`config.mk`:
```
export PLATFORM = sky130hd
export DESIGN_NAME = xtea_port_arbiter
export DESIGN_NICKNAME = d
export VERILOG_FILES = /design/src/rtl/xtea_port_arbiter.sv
export SDC_FILE = /design/constraint.sdc
export NUM_CORES = 1
export LEC_CHECK = 0
export ABC_AREA = 1
export CAP_MARGIN = 20
export CORE_MARGIN = 1
export CORE_UTILIZATION = 45
export CTS_CLUSTER_SIZE = 12
export DETAILED_ROUTE_END_ITERATION = 10
export PLACE_DENSITY = 0.8
export SLEW_MARGIN = 10
export SYNTH_ARGS = -nofsm -noshare
export SYNTH_HDL_FRONTEND = slang
export SYNTH_SLANG_ARGS = --single-unit
```
`constraint.sdc`:
```
create_clock -name clk -period 2.2 [get_ports clk]
set_input_delay 0.44 -clock clk [delete_from_list [all_inputs] [get_ports clk]]
set_output_delay 0.44 -clock clk [all_outputs]
set_load 0.005 [all_outputs]
```
`src/rtl/xtea_port_arbiter.sv`:
```
// xtea_port_arbiter: lock-based sharing of the XTEA port window between two port-bus masters
module xtea_port_arbiter #(
  parameter int TIMEOUT_CYCLES = 4096,
  parameter bit AUTO_RELEASE = 1'b1
) (
  input  logic       clk,
  input  logic       rst,
  input  logic [7:0] m0_port_id,
  input  logic [7:0] m0_out_port,
  input  logic       m0_write_strobe,
  input  logic       m0_read_strobe,
  output logic [7:0] m0_in_port,
  input  logic [7:0] m1_port_id,
  input  logic [7:0] m1_out_port,
  input  logic       m1_write_strobe,
  input  logic       m1_read_strobe,
  output logic [7:0] m1_in_port,
  output logic [7:0] x_port_id,
  output logic [7:0] x_out_port,
  output logic       x_write_strobe,
  output logic       x_read_strobe,
  input  logic [7:0] x_in_port,
  output logic [1:0] owner
);
  localparam int TW = TIMEOUT_CYCLES > 0 ? $clog2(TIMEOUT_CYCLES + 1) : 1;
  localparam logic [1:0] IDLE = 2'b00, OWN0 = 2'b01, OWN1 = 2'b10;
  logic [1:0] state, pend, pend_n, tof, tof_n, wr, rd, win, core, lock_w, stat_w;
  logic [7:0] pid [2];
  logic [7:0] dat [2];
  logic [7:0] inp [2];
  logic last, o, owned, fwd, acc_o, rc_hit, rel, g_valid, g;
  logic [3:0] rc;
  logic [TW-1:0] tcnt;
  logic [7:0] last_id, last_out;
  assign pid = '{m0_port_id, m1_port_id};
  assign dat = '{m0_out_port, m1_out_port};
  assign wr = {m1_write_strobe, m0_write_strobe};
  assign rd = {m1_read_strobe, m0_read_strobe};
  assign owner = state;
  assign o = state[1];
  assign owned = |state;
  assign fwd = owned && core[o];
  assign acc_o = owned && win[o] && (wr[o] || rd[o]);
  assign rc_hit = owned && rd[o] && pid[o] == 8'h35;
  assign g_valid = state == IDLE && |pend;
  assign g = &pend ? ~last : pend[1];
  assign x_port_id = fwd ? pid[o] : last_id;
  assign x_out_port = fwd ? dat[o] : last_out;
  assign x_write_strobe = fwd && wr[o];
  assign x_read_strobe = fwd && rd[o];
  assign m0_in_port = inp[0];
  assign m1_in_port = inp[1];
  // per-master address decode and read-data mux; core reads only reach the lock owner
  always_comb begin
    for (int i = 0; i < 2; i++) begin
      win[i] = pid[i][7:4] == 4'h3;
      core[i] = win[i] && pid[i][3:1] != 3'b111;
      lock_w[i] = wr[i] && pid[i] == 8'h3E;
      stat_w[i] = wr[i] && pid[i] == 8'h3F;
      inp[i] = core[i] ? (state[i] ? x_in_port : 8'h00) :
               pid[i] == 8'h3E ? {6'b0, state[i], owned} :
               pid[i] == 8'h3F ? {4'b0, tof, state} : 8'h00;
    end
  end
  // release sources; the idle timer fires only on a cycle with no owner window access
  always_comb begin
    rel = owned && ((lock_w[o] && !dat[o][0]) ||
                    (AUTO_RELEASE && rc_hit && rc == 4'd7) ||
                    (TIMEOUT_CYCLES != 0 && !acc_o &&
                     {{(32 - TW){1'b0}}, tcnt} == 32'(TIMEOUT_CYCLES - 1)));
  end
  // next pending requests and sticky timeout flags; a LOCK write beats the grant clear
  always_comb begin
    pend_n = pend;
    tof_n = tof;
    if (g_valid) pend_n[g] = 1'b0;
    for (int i = 0; i < 2; i++) begin
      if (lock_w[i] && !state[i]) pend_n[i] = dat[i][0];
      if (stat_w[i] && dat[i][0]) tof_n[i] = 1'b0;
    end
    if (rel && !acc_o && !(lock_w[o] && !dat[o][0]) && !(AUTO_RELEASE && rc_hit && rc == 4'd7)) tof_n[o] = 1'b1;
  end
  // ownership FSM, counters and held core address/data
  always_ff @(posedge clk or posedge rst) begin
    if (rst) begin
      state <= IDLE;
      pend <= 2'b00;
      tof <= 2'b00;
      last <= 1'b1;
      rc <= 4'd0;
      tcnt <= '0;
      last_id <= 8'h00;
      last_out <= 8'h00;
    end else begin
      state <= g_valid ? (g ? OWN1 : OWN0) : rel ? IDLE : state;
      pend <= pend_n;
      tof <= tof_n;
      last <= g_valid ? g : last;
      rc <= g_valid ? 4'd0 : (rc_hit && rc != 4'd8) ? rc + 4'd1 : rc;
      tcnt <= (g_valid || acc_o) ? '0 : owned ? tcnt + 1'b1 : tcnt;
      if (fwd) begin
        last_id <= pid[o];
        last_out <= dat[o];
      end
    end
  end
endmodule

```
After elaboration in Yosys (flattened, before gate mapping)
Cells that the tools add are included.
{ "op_classes": {"n_bitwise": 5, "add_sub_neg": 2, "div_mod_pow": 0, "n_lt_le_gt_ge": 5, "n_mul": 0, "eq_ne": 12, "shift": 0, "reduce_logical": 47, "n_mux": 44} }
{ "ops": {"columns": ["operator", "n"], "rows": [
  ["two-way mux 8 bit", 12],
  ["equality test 8 x 6 -> 1 bit (second input constant)", 5],
  ["logical AND 1 bit", 28],
  ["two-way mux 13 bit", 2],
  ["two-way mux 4 bit", 6],
  ["two-way mux 1 bit", 17],
  ["adder 13 x 1 -> 13 bit (second input constant)", 1],
  ["equality test 13 x 12 -> 1 bit (second input constant)", 1],
  ["two-way mux 2 bit", 5],
  ["nonzero test 2 bit", 5],
  ["equality test 4 x 2 -> 1 bit (second input constant)", 2],
  ["logical NOT 1 bit", 6],
  ["inequality test 3 bit (second input constant)", 2],
  ["adder 4 x 1 -> 4 bit (second input constant)", 1],
  ["equality test 4 x 3 -> 1 bit (second input constant)", 1],
  ["logical OR 1 bit", 4],
  ["< comparator 1 x 2 -> 1 bit (second input constant)", 2],
  ["inequality test 4 bit (second input constant)", 1],
  ["OR reduction 2 bit", 2],
  ["bitwise AND 2 bit", 1],
  ["demux 1 bit (select 1 bit)", 2],
  [">= comparator 1 bit (second input constant)", 2],
  [">= comparator 2 bit (second input constant)", 1],
  ["logical NOT 2 bit", 1],
  ["5 further kinds", 5]
]} }
{ "totals": {"latch_bits": 0, "register_bits": 40, "mem_bits_ro": 0, "out_inout_bits": 36, "mem_bits_rw": 0, "in_bits": 46, "memories": 0} }

Depth between registers and ports, before layout
Gate-level depths: netlist of run 1.
{ "logic_depth": {"depth_word": 14, "mapped_depth": 11} }

Worst setup path after synthesis of run 1
Ideal clock, no wire load.
{ "synth_timing": {"path_type": "input -> output", "startpoint": "input port m0_port_id[5]", "endpoint": "output port x_out_port[1]", "stages": 9, "required_time_ns": 1.760, "path_slack_ns": 0.370, "t_arrival_ns": 1.390, "n_path_buf": 1, "cell_sequence": "nand2_1 -> nor3_2 -> nand2_1 -> nor2_1 -> nand2_1 -> nand2_1 -> buf_2 -> nand2_1 -> nand2_1"} }
{ "synth_via": {"elab_chain_len": 6} }
{ "synth_rtl": {"columns": ["item", "line", "text"], "rows": [
  ["start: declaration", "8", "input logic [7:0] m0_port_id,"],
  ["equality test 4 x 2 -> 1 bit", "56", "win[i] = pid[i][7:4] == 4'h3;"],
  ["logical AND 1 bit", "57", "core[i] = win[i] && pid[i][3:1] != 3'b111;"],
  ["two-way mux 1 bit (implied by the code) (2 in a row)", "42", "assign fwd = owned && core[o];"],
  ["logical AND 1 bit", "42", null],
  ["two-way mux 8 bit", null, null],
  ["end: declaration", "19", "output logic [7:0] x_out_port,"]
]} }
Every way passes these cells. The select of a mux whose other input is x is not followed.

Final worst setup path of run 1
{ "layout_timing": {"startpoint": "input port m1_port_id[7]", "endpoint": "register last_out[6]"} }
{ "layout_via": {"elab_chain_len": 6} }
{ "layout_rtl": {"columns": ["item", "line", "text"], "rows": [
  ["start: declaration", "13", "input logic [7:0] m1_port_id,"],
  ["equality test 4 x 2 -> 1 bit", "56", null],
  ["logical AND 1 bit", "57", null],
  ["two-way mux 1 bit (implied by the code) (2 in a row)", "42", null],
  ["logical AND 1 bit", "42", null],
  ["two-way mux 8 bit", null, null],
  ["end signal: assignment", "103", "last_out <= dat[o];"],
  ["end: declaration", "34", "logic [7:0] last_id, last_out;"]
]} }
Every way passes these cells. The select of a mux whose other input is x is not followed.
A chain may end at the register's enable or synchronous reset.

==> impl_metrics.csv, run 1 <==
group,metric,value,unit
floorplanning,core_area,5107,sq um
detailed_routing,wirelength,14270,um
floorplanning,dieHeight,74.74,um
synth,ys_types,28,
clocking,cts.sinks,40,
power,irDropWorstVdd,0.5930,mV
clocking,clk_pin_slew,100,ps
timing,max_freq,409.5,MHz
global_routing,grtUsageTotal,41.28,%
detailed_routing,routedWlPerCell,23.40,um
clocking,clockBufferDepth,2,
clocking,ctsHtreeMaxLevel,2,
timing,hold_slack,506.4,ps
timing,clock_skew,25.63,ps
floorplanning,die_width,74.74,um
layout,fillerInstances,211,
synth,yosysTopAreaCell,"dfrtp_1",
timing,setup_ws,-242.0,ps
global_routing,grt_pass1_wl,16960,um
place,io_buffers,81,
setup_path,reg2reg_slack,-110,ps
layout,syn2layout_area_growth,85.39,%
synth,yosysSeqAreaShare,42.09,%
clocking,cts_tree,"done",
place,gp_congestion,0.8969,
layout,drive_above_1_share,39.78,%
detailed_routing,dr.pass1.iters,6,
setup_path,crit_type,"input port to register",
detailed_routing,drc,0,
setup_path,end_kind,"register",
synth,syn_avg_cell_area,6.902,sq um
place,dpl.hpwl,5426,um
layout,nNetsFinal,586,
timing,relSlewSlack,65.53,%
floorplanning,io-pin-count,82,
floorplanning,start_util,46.62,%
synth,syn_area,2381,sq um
detailed_routing,viasPerCell,6.289,
setup_path,required,2410,ps
clocking,insertion_delay,310,ps
power,p_leak,2.391,nW
place,place_inst,530,
run_status,status,"complete, but fails checks",
power,powerDensity,591.6,nW/um^2
synth,netlist.area_leader.share,40.99,%
synth,synth.area.top_cells,"dfrtp_1 (41%), nand2_1 (20%), nor2_1 (7.3%)",
synth,synth_seq_cells,40,
timing,rsz0062_at_grt,"true",
run,max_cap_violations,0,
run_status,violations,"setup timing",
layout,final_cells,610,
detailed_routing,detail-route-antenna-nets,0,
setup_path,start_kind,"input port",
timing,post-route-period-util,111.0,%
timing,setup_viol,45,
setup_path,arrival,2650,ps
timing,worst_pin_slew,517.0,ps
setup_path,crit_fanout,6,
timing,drv_slew,0,
synth,synthesis.instances,345,
worst_hold_path,hold_depth,2,
synth,ys_warn_count,0,
global_routing,grt-ovfl-total,0,
detailed_routing,vias,3836,
floorplanning,die_area,5586,sq um
global_routing,grt_pass1_vias,3520,
worst_hold_path,hp-class,"register to register",
global_routing,grt_max_degree,41,
clocking,root_buffer,"clkbuf_8",
timing,finalHoldViolations,0,
detailed_routing,drtIter0Drc,731,
synth,syn-num-nets,394,
timing,fin_crit,2442,ps
floorplanning,rows,26,
setup_path,ff2ff_path_depth,14,
clocking,cts_made_buffers,5,
global_routing,antenna_found_initial,3,
## state kept, by name (all words and copies together) (netlist names)
register  cells
last_id       8
last          1
tcnt         13
owner         2
pend          2
last_out      8
tof           2
rc            4
## area by class of cell
class | count | area [sq um] | area share [%]
Clock buffer | 6 | 82.58 | 1.871
Multi-Input combinational cell | 252 | 1418 | 32.11
Timing Repair inverter | 1 | 11.26 | 0.2551
Clock inverter | 2 | 38.79 | 0.8787
Sequential cell | 40 | 1003 | 22.73
Inverter | 47 | 187.7 | 4.252
Tap cell | 70 | 87.58 | 1.984
Timing Repair Buffer | 190 | 1580 | 35.80
Antenna cell | 2 | 5.005 | 0.1134
## critical path: stages
cell             delay (ps)
clkdlybuf4s15_1         260
inv_2                   120
nand2_4                  80
nor2_4                  160
nand3_4                 170
nand2_8                 140
inv_6                    60
buf_12                  140
nand2_2                  80
nand2_2                  90
buf_4                   140
buf_4                   130
buf_4                   130
buf_4                   120
buf_4                   120
buf_4                   120
buf_4                   140
## metal layers
layer / track usage [%] / wire length, um
met1: 43.43 / 4416
met5: 0 / 77
met3: 15.53 / 2063
met2: 69.37 / 6155
met4: 26.83 / 1560
## synthesized netlist by cell type
master and count:
nor3_1 2, nand4_1 8, or2_2 3, nor3b_1 1, buf_6 2, xor2_1 9, nor2_2 2, nand4_2 1
a21oi_1 7, buf_2 2, inv_1 45, nand2_1 126, nand2_2 2, o21ai_0 14, inv_2 2, xnor2_1 1
nor2_4 1, nor3_2 1, dfrtp_1 39, clkbuf_1 2, mux2i_1 1, nand3_1 18, nand3b_1 1, o221ai_1 1
ha_1 3, nor2_1 46, dfstp_2 1, o22ai_1 4
## metrics by stage
| stage | total power [mW] | area, sq um | utilization, % | TNS (ps) | worst slack (ps) |
|---|---|---|---|---|---|
| floorplan | 1.178 | 2381 | - | 0 | 370.1 |
| global placement | 1.510 | 3552 | 69.55 | -15370 | -587.5 |
| detailed placement | 1.534 | 3552 | 69.55 | -18490 | -716.6 |
| CTS | 2.293 | 4144 | 81.14 | 0 | 0.1260 |
| global route | 2.672 | 4414 | 86.43 | -5671 | -444.7 |
| finish | 2.611 | 4414 | 86.43 | -4130 | -242.0 |
## cell families (layout without fill, tap and decap cells)
kind of cell	after synthesis	after routing	synth area share, %
adders and majority gates	3	3	1.577
AOI/OAI and AO/OA	26	26	5.833
buffers and inverters	53	246	9.091
xor gates and xnor gates	10	10	3.679
other	0	2	0
DFF	40	40	42.09
muxes	1	1	0.4204
and+or+nand+nor	212	212	37.31
## placed cells by master, fill, tap and decap left out, types with 3 or more instances in the layout
| master | Yosys | final |
|---|---|---|
| clkdlybuf4s50_1 | 0 | 34 |
| buf_6 | 2 | 18 |
| nand3_1 | 18 | 13 |
| clkbuf_8 | 0 | 6 |
| o22ai_1 | 4 | 3 |
| buf_4 | 0 | 96 |
| buf_2 | 2 | 16 |
| nor2_1 | 46 | 38 |
| a21oi_1 | 7 | 6 |
| nand4_1 | 8 | 8 |
| dfrtp_1 | 39 | 38 |
| nand3_2 | 0 | 4 |
| o21ai_0 | 14 | 9 |
| nand2_4 | 0 | 9 |
| xor2_1 | 9 | 9 |
| nand2_1 | 126 | 103 |
| inv_2 | 2 | 6 |
| clkbuf_2 | 0 | 6 |
| ha_1 | 3 | 3 |
| nor2_2 | 2 | 6 |
| inv_1 | 45 | 38 |
| nor2_4 | 1 | 5 |
| o21ai_2 | 0 | 4 |
| dlygate4sd2_1 | 0 | 15 |
| nand2_2 | 2 | 15 |
## what timing repair did
item,in CTS,in global routing
pin swaps,22,22
resized for setup,154,82
setup buffers,66,7
hold buffers,0,0
setup endpoints to repair,34,52
gates cloned,1,0
## final timing paths
kind | from | endpoint
worst max-delay path | m1_port_id[7] | last_out[6]
worst min-delay path | last | last
worst max register to register | owner[1] | last_out[6]
worst min register to register | last | last
max in group asynchronous | rst | last
min in group asynchronous | rst | last_out[6]
## where the power goes
part	internal, mW	switching [mW]
registers	0.851	0.127
clock network	0.372	0.298
logic	0.468	0.496
(Power assumes the default switching activity.)
==> run 2, diff against run 1 <==
--- a/config.mk
+++ b/config.mk
@@ -6,6 +6,7 @@
 export NUM_CORES = 1
 export LEC_CHECK = 0
 export ABC_AREA = 1
+export ABC_CLOCK_PERIOD_IN_PS = 2200
 export CAP_MARGIN = 20
 export CORE_MARGIN = 1
 export CORE_UTILIZATION = 45
==> results of run 2 <==
Final layout, timing and power as in run 1 (identical DEF).
==> run 3, diff against run 2 <==
--- a/config.mk
+++ b/config.mk
@@ -9,10 +9,10 @@
 export ABC_CLOCK_PERIOD_IN_PS = 2200
 export CAP_MARGIN = 20
 export CORE_MARGIN = 1
-export CORE_UTILIZATION = 45
+export CORE_UTILIZATION = 46
 export CTS_CLUSTER_SIZE = 12
 export DETAILED_ROUTE_END_ITERATION = 10
-export PLACE_DENSITY = 0.8
+export PLACE_DENSITY = 0.81
 export SLEW_MARGIN = 10
 export SYNTH_ARGS = -nofsm -noshare
 export SYNTH_HDL_FRONTEND = slang
==> run 3 against run 2 <==
The run still ends with setup timing left. Sequential cell count did not move. Die area fell by 2.1%. Maximum frequency rose by 8.7%. Combinational power fell by 20%. Cell count fell by 6.2%. Non-clock buffer count fell by 32. Clock-buffer cell count fell by 1. Via count fell by 21%. Wire length fell by 32%. Critical path type is now input port to primary output. Critical endpoint is now x_port_id[2].
==> impl_metrics.csv, run 3 (synthesized netlist as in run 1, its figures left out) <==
group,metric,value,unit
layout,antenna_cells,0,
detailed_routing,wirelength,9721,um
setup_path,cp.buffers_inverters,5,
clocking,clockBufferDepth,2,
power,p_int,1.477,mW
global_routing,grt_pass1_vias,2966,
detailed_routing,vias,3039,
detailed_routing,wl_met2,4935,um
setup_path,crit_type,"input port to primary output",
detailed_routing,drc,0,
setup_path,crit_fanout,6,
layout,ff_latch_area,1003,sq um
timing,rsz0062_at_grt,"true",
timing,setup_viol,5,
timing,drv_slew,0,
run_status,violations,"setup timing",
power,power_frac_seq,42.8,%
setup_path,cp_top_family,"simple AND/OR/NAND/NOR gates",
run,max_cap_violations,0,
power,p_switching,0.7025,mW
layout,drive_above_1_share,33.47,%
timing,worst_pin_slew,511.6,ps
clocking,cts.sinks,40,
power,powerDensity,538.4,nW/um^2
timing,max_freq,445.3,MHz
floorplanning,start_util,49.11,%
place,place_inst,528,
detailed_routing,met3_wirelength,643,um
floorplanning,dieHeight,73.95,um
global_routing,antenna_found_initial,0,
detailed_routing,top_layer_used,"met4",
timing,relSlewSlack,65.90,%
clocking,clk_pin_slew,80,ps
layout,fillerInstances,269,
floorplanning,die_width,73.95,um
power,netSwitchingFraction,32.24,%
floorplanning,die_area,5468,sq um
clocking,insertion_delay,290,ps
place,gp_congestion,0.8487,
layout,postLayoutCoreUtil,83.48,%
setup_path,cpPeakStageDelay,230,ps
layout,multiInputGateArea,1348,sq um
setup_path,startpoint,"m0_port_id[4]",
detailed_routing,met1_length,3599,um
timing,post-route-period-util,102.1,%
clocking,cts_tree,"done",
run_status,status,"complete, but fails checks",
setup_path,required,1760,ps
detailed_routing,routedWlPerCell,16.99,um
floorplanning,rows,25,
floorplanning,io-pin-count,82,
timing,fin_crit,2246,ps
timing,setup_ws,-45.80,ps
worst_hold_path,min_from,"last_id[5]",
power,p_comb_share,35.3,%
timing,clock_skew,10.88,ps
setup_path,path_cells,"buf_6 > nand2_4 > nor3_4 > nand2_2 > nor2_4 > nand2_2 > nand2_4 > inv_4 > buf_12 > buf_12 > nand2_1 > nand2_1 > buf_2",
clocking,hold_buffers,0,
global_routing,grt_pass1_wl,13230,um
clocking,root_buffer,"clkbuf_8",
floorplanning,core_area,4848,sq um
global_routing,grt_max_degree,41,
place,dpl.hpwl,5220,um
power,pwr-share-clk,22.0,%
layout,reg.largest.list,"tcnt (13), last_id (8), last_out (8)",
layout,final_cells,572,
layout,regMostFlops,"tcnt",
timing,hold_slack,474.4,ps
power,p_leak,2.194,nW
worst_hold_path,hp-class,"register to register",
layout,final_common_cell,"nand2_1",
layout,nNetsFinal,553,
detailed_routing,viasPerCell,5.313,
setup_path,arrival,1810,ps
place,io_buffers,81,
layout,final_cell_mix,"nand2_1 (101), buf_4 (67), inv_1 (41), nor2_1 (41), dfrtp_1 (38)",
global_routing,grtUsageTotal,31.99,%
setup_path,start_kind,"input port",
detailed_routing,detail-route-antenna-nets,0,
layout,syn2layout_area_growth,69.99,%
timing,finalHoldViolations,0,
clocking,cts_made_buffers,5,
clocking,ctsHtreeMaxLevel,2,
setup_path,worst_path_max_delay_cell,"nor3_4",
detailed_routing,drtIter0Drc,277,
setup_path,end_kind,"primary output",
layout,largest_reg_flops,13,
global_routing,grt-ovfl-total,0,
setup_path,r2r_start,"owner[1]",
power,irDropWorstVdd,0.5550,mV
detailed_routing,dr.pass1.iters,4,
run 3: changes by cell type in the layout (fill, tap and decap cells not counted), moves of 3 or more:
cell,change
buf_4,-29
buf_6,-6
inv_1,+3
nand2_2,+4
nand3_1,+3
nand3_2,-3
nor2_1,+3
run 3: per-stage QoR:
stage               total power [mW]  setup WS (ps)  cell area [sq um]  setup TNS, ps
CTS                            2.059          12.76               3906              0
detailed placement             1.518         -584.8               3556         -16160
floorplan                      1.178          370.1               2381              0
global route                   2.300         -211.8               4048         -810.9
global placement               1.494         -518.5               3556         -14580
finish                         2.179         -45.80               4048         -76.34
run 3: final cells by class:
class / instances / share of cell area (%)
Inverter: 47 / 4.513
Timing Repair Buffer: 158 / 33.17
Clock inverter: 3 / 0.4637
Tap cell: 67 / 2.071
Clock buffer: 5 / 1.700
Sequential cell: 40 / 24.79
Multi-Input combinational cell: 252 / 33.29
run 3: what timing repair did:
action	CTS	global route
cloned	1	0
pin swaps	19	17
resized for setup	154	52
endpoints found under the setup margin	34	31
setup buffers	32	3
run 3: power groups by stage:
| stage | logic (mW) | registers [mW] | clock network (mW) |
|---|---|---|---|
| global placement | 0.565 | 0.929 | 0 |
| global route | 0.845 | 0.945 | 0.511 |
| CTS | 0.654 | 0.925 | 0.481 |
| finish | 0.768 | 0.932 | 0.479 |
| floorplan | 0.259 | 0.919 | 0 |
| detailed placement | 0.582 | 0.935 | 0 |
run 3: per-layer routing:
layer | GRT usage [%] | up-vias
li1 | - | 1387
met1 | 32.78 | 1446
met2 | 57.78 | 158
met3 | 7.859 | 48
met4 | 20.94 | 0
met5 | 0 | -
run 3: path summary, 6_finish.rpt:
| path | cells after the start | to | slack (ps) |
|---|---|---|---|
| worst max-delay path | 13 | x_port_id[2] | -50 |
| worst min-delay path | 1 | last_id[5] | 470 |
| worst max register to register | 14 | last_out[3] | 70 |
| worst min register to register | 1 | last_id[5] | 470 |
| max in group asynchronous | 3 | last | 1230 |
| min in group asynchronous | 3 | last_out[4] | 590 |
